`config.mk`:
```
export PLATFORM = sky130hd
export DESIGN_NAME = count_decoder
export DESIGN_NICKNAME = d
export VERILOG_FILES = /design/src/rtl/counter_pkg.sv /design/src/rtl/count_code2bin.sv /design/src/rtl/count_decoder.sv
export SDC_FILE = /design/constraint.sdc
export NUM_CORES = 1
export LEC_CHECK = 0
export CORE_MARGIN = 2
export CORE_UTILIZATION = 38
export DETAILED_ROUTE_END_ITERATION = 12
export PLACE_DENSITY = 0.57
export SLEW_MARGIN = 20
export SYNTH_ARGS = -nofsm -noshare
export SYNTH_HDL_FRONTEND = slang
export SYNTH_SLANG_ARGS = --single-unit
```
`constraint.sdc`:
```
create_clock -name clk -period 7.4 [get_ports clk]
set_input_delay 1.48 -clock clk [delete_from_list [all_inputs] [get_ports clk]]
set_output_delay 1.48 -clock clk [all_outputs]
set_load 0.01 [all_outputs]
```
`src/rtl/counter_pkg.sv`:
```
// Shared definitions for the count decoder: code type encodings, direction
// constants, FSM state type and gray/binary conversion helpers.
package counter_pkg;

  localparam int CNT_MAX_W = 32;

  typedef enum logic [1:0] {
    CT_BIN     = 2'd0,
    CT_GRAY    = 2'd1,
    CT_RING    = 2'd2,
    CT_JOHNSON = 2'd3
  } count_type_e;

  localparam logic DIR_UP   = 1'b1;
  localparam logic DIR_DOWN = 1'b0;

  typedef enum logic [1:0] {
    ST_IDLE = 2'd0,
    ST_ACQ  = 2'd1,
    ST_LOCK = 2'd2
  } dec_state_e;

  // Narrower codes are zero-extended; the leading zeros leave the result unchanged.
  function automatic logic [CNT_MAX_W-1:0] gray2bin(input logic [CNT_MAX_W-1:0] g);
    logic [CNT_MAX_W-1:0] b;
    b[CNT_MAX_W-1] = g[CNT_MAX_W-1];
    for (int i = CNT_MAX_W - 2; i >= 0; i--) begin
      b[i] = b[i+1] ^ g[i];
    end
    return b;
  endfunction

  function automatic logic [CNT_MAX_W-1:0] bin2gray(input logic [CNT_MAX_W-1:0] b);
    return b ^ (b >> 1);
  endfunction

endpackage

```
`src/rtl/count_code2bin.sv`:
```
// Combinational code-to-index decoder for binary, gray, ring and johnson
// counter codes, with an illegal-code flag.
module count_code2bin
  import counter_pkg::*;
#(
  parameter int COUNT_WIDTH = 4
) (
  input  logic [COUNT_WIDTH-1:0] code,
  input  logic [1:0]             code_type,
  output logic [COUNT_WIDTH-1:0] index,
  output logic                   illegal
);

  localparam int W = COUNT_WIDTH;

  int unsigned    ones;
  logic [W-1:0]   all_ones;
  logic [W-1:0]   msb_run;
  logic [W-1:0]   lsb_run;
  logic [W-1:0]   ring_idx;

  always_comb begin
    ones     = 0;
    ring_idx = '0;
    for (int i = 0; i < W; i++) begin
      if (code[i]) begin
        ones     = ones + 1;
        ring_idx = W'(W - 1 - i);
      end
    end
    // The only legal johnson shapes with this many ones.
    all_ones = '1;
    msb_run  = ~(all_ones >> ones);
    lsb_run  = ~(all_ones << ones);

    index   = code;
    illegal = 1'b0;
    case (code_type)
      CT_BIN: begin
        index = code;
      end
      CT_GRAY: begin
        index = W'(gray2bin(CNT_MAX_W'(code)));
      end
      CT_RING: begin
        index   = ring_idx;
        illegal = (ones != 1);
      end
      default: begin
        illegal = !((code == msb_run) || (code == lsb_run));
        if (code[W-1] || (code == '0)) index = W'(ones);
        else                           index = W'(2 * W - ones);
      end
    endcase
  end

endmodule

```
`src/rtl/count_decoder.sv`:
```
// Sampled counter-code decoder with sequence tracking and lock detection.
// Error counter is built only when COUNT_DECODER_ERR_CNT_EN is defined.
//
// state | meaning
// IDLE  | no reference sample; next legal code becomes the reference
// ACQ   | reference held, counting consecutive legal advances
// LOCK  | LOCK_THRESH advances seen; holds and advances keep lock
module count_decoder
  import counter_pkg::*;
#(
  parameter int COUNT_WIDTH = 4,
  parameter int LOCK_THRESH = 3
) (
  input  logic                   clk,
  input  logic                   reset_,
  input  logic                   sample_valid_,
  input  logic [COUNT_WIDTH-1:0] count_in,
  input  logic [1:0]             count_type,
  input  logic                   count_dir,
  input  logic                   clear_,
  output logic [COUNT_WIDTH-1:0] bin_out,
  output logic                   bin_valid,
  output logic                   locked,
  output logic                   seq_err,
  output logic [7:0]             err_cnt
);

  localparam int W  = COUNT_WIDTH;
  localparam int SW = (LOCK_THRESH < 2) ? 1 : $clog2(LOCK_THRESH + 1);

  dec_state_e     state_q, state_d, eff_state;
  logic [SW-1:0]  streak_q, streak_d;
  logic [W-1:0]   prev_idx_q, prev_idx_d;
  logic [1:0]     prev_type_q, prev_type_d;
  logic [W-1:0]   bin_out_q, bin_out_d;
  logic           bin_valid_q, bin_valid_d;
  logic           seq_err_q, seq_err_d;

  logic [W-1:0]   dec_idx;
  logic           dec_illegal;
  logic [W:0]     period;
  logic [W:0]     idx_up;
  logic [W:0]     idx_dn;
  logic           is_hold;
  logic           is_adv;

  count_code2bin #(
    .COUNT_WIDTH (COUNT_WIDTH)
  ) u_code2bin (
    .code      (count_in),
    .code_type (count_type),
    .index     (dec_idx),
    .illegal   (dec_illegal)
  );

  // Successor arithmetic is one bit wider so the binary period 2^W fits.
  always_comb begin
    case (count_type)
      CT_BIN, CT_GRAY: period = {1'b1, {W{1'b0}}};
      CT_RING:         period = (W+1)'(W);
      default:         period = (W+1)'(2 * W);
    endcase
    idx_up = {1'b0, prev_idx_q} + 1'b1;
    if (idx_up == period) idx_up = '0;
    idx_dn = (prev_idx_q == '0) ? (period - 1'b1) : ({1'b0, prev_idx_q} - 1'b1);
    is_hold = (dec_idx == prev_idx_q);
    is_adv  = (count_dir == DIR_UP) ? ({1'b0, dec_idx} == idx_up)
                                    : ({1'b0, dec_idx} == idx_dn);
  end

  always_comb begin
    state_d     = state_q;
    streak_d    = streak_q;
    prev_idx_d  = prev_idx_q;
    prev_type_d = prev_type_q;
    bin_out_d   = bin_out_q;
    bin_valid_d = 1'b0;
    seq_err_d   = 1'b0;
    eff_state   = state_q;

    if (!clear_) begin
      state_d  = ST_IDLE;
      streak_d = '0;
    end else if (!sample_valid_) begin
      bin_valid_d = 1'b1;
      bin_out_d   = dec_idx;
      prev_type_d = count_type;
      // A change of code type restarts tracking as if from IDLE.
      eff_state   = (count_type != prev_type_q) ? ST_IDLE : state_q;

      if (eff_state == ST_IDLE) begin
        if (dec_illegal) begin
          seq_err_d = 1'b1;
          state_d   = ST_IDLE;
        end else begin
          state_d    = ST_ACQ;
          streak_d   = '0;
          prev_idx_d = dec_idx;
        end
      end else if (dec_illegal) begin
        // No usable index: keep the old reference.
        seq_err_d = 1'b1;
        state_d   = ST_ACQ;
        streak_d  = '0;
      end else if (is_hold) begin
        state_d = state_q;
      end else if (is_adv) begin
        prev_idx_d = dec_idx;
        if (state_q == ST_ACQ) begin
          if (streak_q == SW'(LOCK_THRESH - 1)) begin
            state_d  = ST_LOCK;
            streak_d = SW'(LOCK_THRESH);
          end else begin
            streak_d = streak_q + 1'b1;
          end
        end
      end else begin
        // Legal code, wrong successor: re-anchor on the new index.
        seq_err_d  = 1'b1;
        state_d    = ST_ACQ;
        streak_d   = '0;
        prev_idx_d = dec_idx;
      end
    end
  end

  always_ff @(posedge clk or negedge reset_) begin
    if (!reset_) begin
      state_q     <= ST_IDLE;
      streak_q    <= '0;
      prev_idx_q  <= '0;
      prev_type_q <= '0;
      bin_out_q   <= '0;
      bin_valid_q <= 1'b0;
      seq_err_q   <= 1'b0;
    end else begin
      state_q     <= state_d;
      streak_q    <= streak_d;
      prev_idx_q  <= prev_idx_d;
      prev_type_q <= prev_type_d;
      bin_out_q   <= bin_out_d;
      bin_valid_q <= bin_valid_d;
      seq_err_q   <= seq_err_d;
    end
  end

`ifdef COUNT_DECODER_ERR_CNT_EN
  logic [7:0] err_cnt_q, err_cnt_d;

  always_comb begin
    err_cnt_d = err_cnt_q;
    if (!clear_)                              err_cnt_d = '0;
    else if (seq_err_d && (err_cnt_q != 8'hFF)) err_cnt_d = err_cnt_q + 8'd1;
  end

  always_ff @(posedge clk or negedge reset_) begin
    if (!reset_) err_cnt_q <= '0;
    else         err_cnt_q <= err_cnt_d;
  end

  assign err_cnt = err_cnt_q;
`else
  assign err_cnt = '0;
`endif

  assign bin_out   = bin_out_q;
  assign bin_valid = bin_valid_q;
  assign seq_err   = seq_err_q;
  assign locked    = (state_q == ST_LOCK);

endmodule

```
# Word-level counts from Yosys, hierarchy flattened
# Cells that the tools add are included.
# word_totals
ff_bits,16
output_inout_bits,15
# op_classes
add_sub_neg,8
n_eq_ne,19
n_shift,2
muxes,47
bitwise,7
reduce_logical,12
# ops
cell,n
32-bit two-way mux,3
32-bit by 1-bit adder with 32-bit output (second input constant),2
2-bit two-way mux,22
32-bit by 1-bit inequality test with 1-bit output (second input constant),1
4-bit by 32-bit << shifter with 4-bit output (first input constant),1
4-bit by 32-bit right shift with 4-bit output (first input constant),1
4-bit two-way mux,5
4-bit equality test,3
1-bit two-way mux,12
4-bit one-hot mux with 3 select lines,1
4-bit AND reduction,3
4-bit by 5-bit equality test with 1-bit output,2
5-bit two-way mux,2
5-bit by 3-bit inequality test with 1-bit output (second input constant),2
5-bit one-hot mux with 2 select lines,1
4-bit zero test,2
4-bit inverter,2
2-bit equality test (second input constant),3
4-bit by 1-bit adder with 5-bit output (second input constant),1
5-bit equality test,1
4-bit by 1-bit subtractor with 5-bit output (second input constant),1
5-bit by 1-bit subtractor with 5-bit output (second input constant),1
2-bit by 1-bit equality test with 1-bit output (second input constant),2
2-bit zero test,2
15 further kinds,19

# Logic depth before layout (Yosys ltp)
# Gate-level depths: netlist of run 1.
# logic_depth
ltp_word,18
ltp_mapped,15
mapped_depth_nobuf,14

# Hierarchy
# Synthesis of run 1 repeated with hierarchy kept, for this count alone.
# unflattened
hier_cells,221
hier_area_um2,1774.2
# by_module_without_submodules
mod,instances,cells_each,area_each_um2,seq_area_each_um2
count_decoder,1,122,1113.6,400.4
count_code2bin,1,99,660.6,0.0

# Least setup slack after synthesis of run 1
# No wires, ideal clock.
# synth_timing
path_type,input port to flip-flop
startpoint,input port count_in[0]
endpoint,register prev_idx_q[1]
setup_ps,125
t_arrival_ps,4592
t_required_ps,7275
setup_slack_ps,2683
cell_stages,13
cell_sequence,clkbuf_1 > inv_1 > ha_1 > nand2b_1 > mux2i_2 > nor2_1 > ha_1 > a311o_1 > nor2_2 > xnor2_1 > a2111o_1 > o21ai_2 > mux2_2
# synth_between
elab_chain_len,15
# synth_rtl
item,line_no,source
"start, declared",count_decoder.sv:17,"input logic [COUNT_WIDTH-1:0] count_in,"
"parallel branches: the longest is 15 deep, another holds 32-bit by 1-bit adder with 32-bit output",n/a,
"end signal, assigned",count_decoder.sv:139,prev_idx_q <= prev_idx_d;
"end, declared",count_decoder.sv:33,"logic [W-1:0] prev_idx_q, prev_idx_d;"
# Several ways; the timed one is not identified. The select of a mux whose other input is x is not followed.
# A chain may end at the register's enable or synchronous reset.

# Worst setup path in the final report of run 1
# Ends and elaborated chain as after synthesis.

==> flow_summary.yaml, run 1 <==
status:
  status: "completed"
critical_path:
  critical_path_class: "input port to flip-flop"
  cp-end-kind: "flip-flop"
  critical_path.max_fanout: 15
  crit_arrival_ns: 5.67
  cp_data_required_time_ns: 7.54
  critPathLaunchType: "input port"
die:
  ios: 26
  dieWidth_um: 76.7
  dieArea_um2: 5880
  coreArea_um2: 5110
  rows: 26
  die_h_um: 76.7
  start_util_pct: 39.3
flow_run:
  maxCapViolCount: 0
yosys:
  synth-edff-count: 0
  netlist.top_cell.by_area: "dfrtp_1"
  yosysSeqAreaShare_pct: 19.9
  syn_inst: 248
  ys_ff_latch: 16
  synth_warnings: 0
  syn_area_per_cell_um2: 8.10
  ys_types: 71
  syn_area_um2: 2010
  synth_area_leaders: "dfrtp_1 20%, ha_1 7.5%, xnor2_1 3.9%, a21oi_1 3.2%, o21ai_0 3.2%"
  yosys_most_used_dff: "dfrtp_1"
  synth_top_area_share_pct: 19.9
  synthArstFlopShare_pct: 100
sta:
  rsz0062_at_grt: "false"
  max_slew_margin_pct: 48.6
  whs_ns: 0.478
  min_period_over_period_pct: 74.7
  finalMaxSlewViolations: 0
  setup_violations: 0
  setup_ws_ns: 1.87
  fmax_mhz: 181
  min_period_ns: 5.53
  fin_setup_tns_ns: 0
  skew_ns: 0.000826
  worst_slew_pin_slew_ns: 0.767
  finalHoldViolations: 0
power:
  power.internal_mw: 0.235
  powerDensity_nw_per_um2: 183
  p_comb_share_pct: 49.4
  p_sw_mw: 0.168
  p_leak_nw: 0.883
  peakVddDrop_v: 0.0000672
  p_clk_share_pct: 19.5
  seqPwrFrac_pct: 31.1
  p_sw_share_pct: 41.6
cells_and_area:
  drive_gt1_share_pct: 9.16
  diodes: 0
  fin_nets: 275
  final_util_pct: 43.1
  syn2layout_area_growth_pct: 9.72
  num-fill-cells: 542
placement:
  portBuffers: 17
  gp_congestion: 0.876
  dpl.hpwl_um: 3440
  dp_slack_ns: 1.65
cts:
  cts-hold-fix-buffers: 0
  clockBufferDepth: 2
  numCtsBuffers: 3
  htreeDepth: 1
  cts_resized: 0
  tritoncts: "yes"
  root_buffer: "clkbuf_8"
  clkTransAtPathRegs_ns: 0.07
  clock-sinks: 16
  postCtsSetupRepairBufs: 0
  clk_latency_ns: 0.25
global_route:
  grt_pass1_vias: 1661
  grt.total_usage_pct: 15.9
  overflow: 0
  grt_max_degree: 20
  antenna_found_initial: 0
  grt_pass1_wl_um: 7820
routing:
  drt-total-wl_um: 4610
  route.detailed.wl_per_inst_um: 14.4
  drc_errors: 0
  vias: 1814
  initialDrtViolationCount: 71
  ant_nets: 0
  dr.pass1.iters: 4
  vias_per_cell: 5.65
hold_path:
  hold_path.class: "flip-flop to flip-flop"
[layer usage]
layer  up-vias  routed length, µm  GRT usage, %
li1        913                  -             -
met1       844               2330          23.1
met2        50               2020          24.0
met3         7                176          1.53
met4         0                 80          6.55
met5         -                  0             0
[path summary, 6_finish.rpt]
kind	from	end	slack, ns	cells after the start
setup / recovery	count_in[0]	prev_idx_q[1]	1.87	13
hold / removal	bin_out[3]	bin_out[3]	0.48	2
setup reg to reg	prev_idx_q[0]	state_q[0]	4.25	11
hold reg to reg	bin_out[3]	bin_out[3]	0.48	2
max in group asynchronous	reset_	prev_type_q[1]	5.29	1
min in group asynchronous	reset_	state_q[1]	1.66	1
[power groups by stage]
stage	clock network [mW]	registers [mW]	logic, mW
after floorplan	0	0.113	0.165
after global placement	0	0.127	0.198
after detailed placement	0	0.126	0.197
after CTS	0.0806	0.125	0.198
after global routing	0.0836	0.129	0.223
final	0.0785	0.125	0.199
[final cells by class]
class                           count  area, µm²  share of cell area, %
Clock buffer                        4       55.1                   2.50
Inverter                           14       52.6                   2.39
Multi-Input combinational cell    200       1440                   65.2
Sequential cell                    16        400                   18.2
Tap cell                           70       87.6                   3.98
Timing Repair Buffer               17        170                   7.72
[sequential cells by signal, summed over array words and instances (netlist names)]
name / cells
bin_out: 4
streak_q: 2
bin_valid: 1
state_q: 2
seq_err: 1
prev_idx_q: 4
prev_type_q: 2
[synth_stat cells, types with 3 or more instances]
cell	instances
dfrtp_1	16
nand2_1	16
inv_1	14
a21oi_1	13
o21ai_0	13
ha_1	12
nor2_1	12
clkbuf_1	10
xnor2_1	9
buf_4	8
nand2b_1	7
nand3_1	7
nor2b_1	7
nor3_1	6
nand4_1	5
a211oi_1	4
a31oi_1	4
buf_2	4
mux2i_1	4
o31ai_1	4
nand3b_1	3
o211ai_1	3
or3_1	3
xor2_1	3
[layout by cell type, fill, tap and decap left out, drive strengths merged, types with 9 or more instances in the layout]
cell type / n
nor2: 14
dfrtp: 16
a21oi: 14
ha: 12
clkdlybuf4s50: 17
o21ai: 14
nand2: 16
inv: 14
xnor2: 9
[cells by family (layout without fill, tap and decap cells)]
kind of cell,after synthesis,in the layout,synth area share [%]
simple gates,87,87,26.0
buf+inv,39,35,9.78
flops,16,16,19.9
other cells,1,8,0.187
xor+xnor,12,12,5.23
compound gates,73,73,26.5
mux,8,8,4.92
fa+ha+maj,12,12,7.48
[through the flow]
stage / instances / total power, mW / area, µm²
after global placement: 317 / 0.325 / 2150
final: 321 / 0.403 / 2200
after floorplan: 255 / 0.278 / 2030
after global routing: 321 / 0.435 / 2200
after CTS: 321 / 0.403 / 2200
after detailed placement: 317 / 0.323 / 2150
[worst max-delay path, cell delays in order]
cell             delay, ns
clkdlybuf4s50_1       0.75
inv_1                 0.13
ha_1                  0.55
nand2_1               0.15
mux2i_2               0.37
nor2_1                0.13
ha_1                  0.34
a311o_1               0.36
nor2_2                0.19
xnor2_1               0.08
a2111o_1              0.45
o21ai_2               0.30
mux2_2                0.37
Note: power is estimated with default switching activity, not from simulation.
==> run 2: changes to the inputs <==
- PLACE_DENSITY: 0.57 -> 0.6
- clock period: 7.4 -> 4.6 ns (I/O delays scaled with it)
==> flow_summary.yaml, run 2 (synthesis results as in run 1) <==
critical_path:
  cp_data_required_time_ns: 4.75
  cpLargestDelayFamily: "compound AO/OA/AOI/OAI gates"
  cp_slowest_cell: "clkdlybuf4s50_1"
  r2r_start: "prev_idx_q[0]"
  crit_start: "count_in[0]"
  crit_chain: "clkdlybuf4s50_1 > inv_1 > ha_1 > xnor2_1 > xnor2_1 > inv_1 > ha_1 > a311o_1 > nor2_2 > xnor2_1 > a2111o_1 > a21oi_1 > o21ai_0 > a221oi_1"
  worst_path_largest_cell_delay_ns: 0.50
  critical_path.max_fanout: 5
  crit_arrival_ns: 4.37
  cp-end-kind: "flip-flop"
  critical_path_class: "input port to flip-flop"
  crit_path_frequent_cell: "xnor2_1"
  worst-path-buf-inv: 3
  critPathLaunchType: "input port"
hold_path:
  hold_path.class: "flip-flop to flip-flop"
  hp-start: "bin_out[0]"
global_route:
  grt_max_degree: 20
  grt.total_usage_pct: 16.6
  grt_pass1_wl_um: 8180
  antenna_found_initial: 0
  grt_pass1_vias: 1734
  overflow: 0
routing:
  dr.pass1.iters: 4
  initialDrtViolationCount: 148
  vias_per_cell: 5.57
  route.detailed.wl_per_inst_um: 14.4
  vias: 1871
  drt-total-wl_um: 4830
  ant_nets: 0
  drc_errors: 0
cts:
  cts_resized: 0
  root_buffer: "clkbuf_8"
  numCtsBuffers: 3
  postCtsSetupRepairBufs: 0
  clockBufferDepth: 2
  clkTransAtPathRegs_ns: 0.07
  cts-hold-fix-buffers: 0
  clock-sinks: 16
  htreeDepth: 1
  clk_latency_ns: 0.25
  tritoncts: "yes"
cells_and_area:
  num-fill-cells: 538
  final_cell_mix: "17 x clkdlybuf4s50_1, 16 x nand2_1, 16 x dfrtp_1"
  final_util_pct: 45.6
  syn2layout_area_growth_pct: 15.9
  fin_nets: 290
  drive_gt1_share_pct: 14.3
  final_common_cell: "clkdlybuf4s50_1"
  diodes: 0
power:
  powerDensity_nw_per_um2: 286
  power.internal_mw: 0.392
  p_sw_share_pct: 41.3
  peakVddDrop_v: 0.0000959
  p_comb_share_pct: 51.2
  p_clk_share_pct: 18.9
  seqPwrFrac_pct: 30.0
  p_leak_nw: 0.959
  p_sw_mw: 0.275
sta:
  finalHoldViolations: 0
  min_period_over_period_pct: 91.8
  finalMaxSlewViolations: 0
  setup_violations: 0
  rsz0062_at_grt: "false"
  skew_ns: 0.00638
  worst_slew_pin_slew_ns: 0.705
  max_slew_margin_pct: 52.9
  fin_setup_tns_ns: 0
  fmax_mhz: 237
  min_period_ns: 4.22
flow_run:
  maxCapViolCount: 0
die:
  rows: 26
  ios: 26
  die_h_um: 76.7
  dieWidth_um: 76.7
  coreArea_um2: 5110
  start_util_pct: 39.3
  dieArea_um2: 5880
placement:
  portBuffers: 17
  gp_congestion: 0.849
  dpl.hpwl_um: 3740
status:
  status: "completed"
[run 2: power by group through the flow]
stage | Sequential (mW) | Clock [mW] | Combinational (mW)
global placement | 0.203 | 0 | 0.334
CTS | 0.199 | 0.127 | 0.340
finish | 0.200 | 0.126 | 0.341
global route | 0.205 | 0.135 | 0.375
floorplan | 0.181 | 0 | 0.266
detailed placement | 0.201 | 0 | 0.338
[run 2: worst paths after layout]
check | end | slack [ns] | depth (start not counted)
worst max register to register | streak_q[1] | 1.54 | 11
worst min register to register | bin_out[0] | 0.48 | 2
worst max-delay path | state_q[0] | 0.38 | 14
max in group asynchronous | bin_out[0] | 3.06 | 1
min in group asynchronous | state_q[1] | 1.09 | 1
worst min-delay path | bin_out[0] | 0.48 | 2
[run 2: per-layer routing]
layer	share of wire (%)	track usage, %	wire [µm]	vias to the layer above
met5	0	0	0	-
met1	47	22.7	2290	875
met4	0.77	3.64	37	0
met3	3.5	1.76	167	5
met2	48	28.2	2340	49
li1	-	-	-	942
[run 2: worst register-to-register path: cells and delay by family, from the launching register on]
family / cells / cell delay (ns)
buffers and inverters: 1 / 0.15
adders and majority gates: 1 / 0.30
DFF: 1 / 0.53
AOI/OAI and AO/OA: 4 / 0.72
and+or+nand+nor: 5 / 1.33
[run 2: layout make-up]
| cell class | count | area, µm² | share of cell area (%) |
|---|---|---|---|
| flip-flops and latches | 16 | 400 | 17.2 |
| repair buffers | 32 | 295 | 12.7 |
| inverters | 14 | 52.6 | 2.26 |
| clock buffers | 4 | 55.1 | 2.36 |
| multi-input cells | 200 | 1440 | 61.7 |
| well taps | 70 | 87.6 | 3.76 |
[run 2: metrics by stage]
stage / hold WS, ns / instances / instance area (µm²) / setup slack (ns) / power (mW)
after floorplan: 0.470 / 255 / 2030 / 0.443 / 0.447
after global placement: 0.464 / 332 / 2270 / 0.169 / 0.537
after detailed placement: 0.469 / 332 / 2270 / 0.133 / 0.539
after CTS: 0.483 / 336 / 2330 / 0.388 / 0.666
after global routing: 0.503 / 336 / 2330 / 0.110 / 0.715
final: 0.476 / 336 / 2330 / 0.379 / 0.667
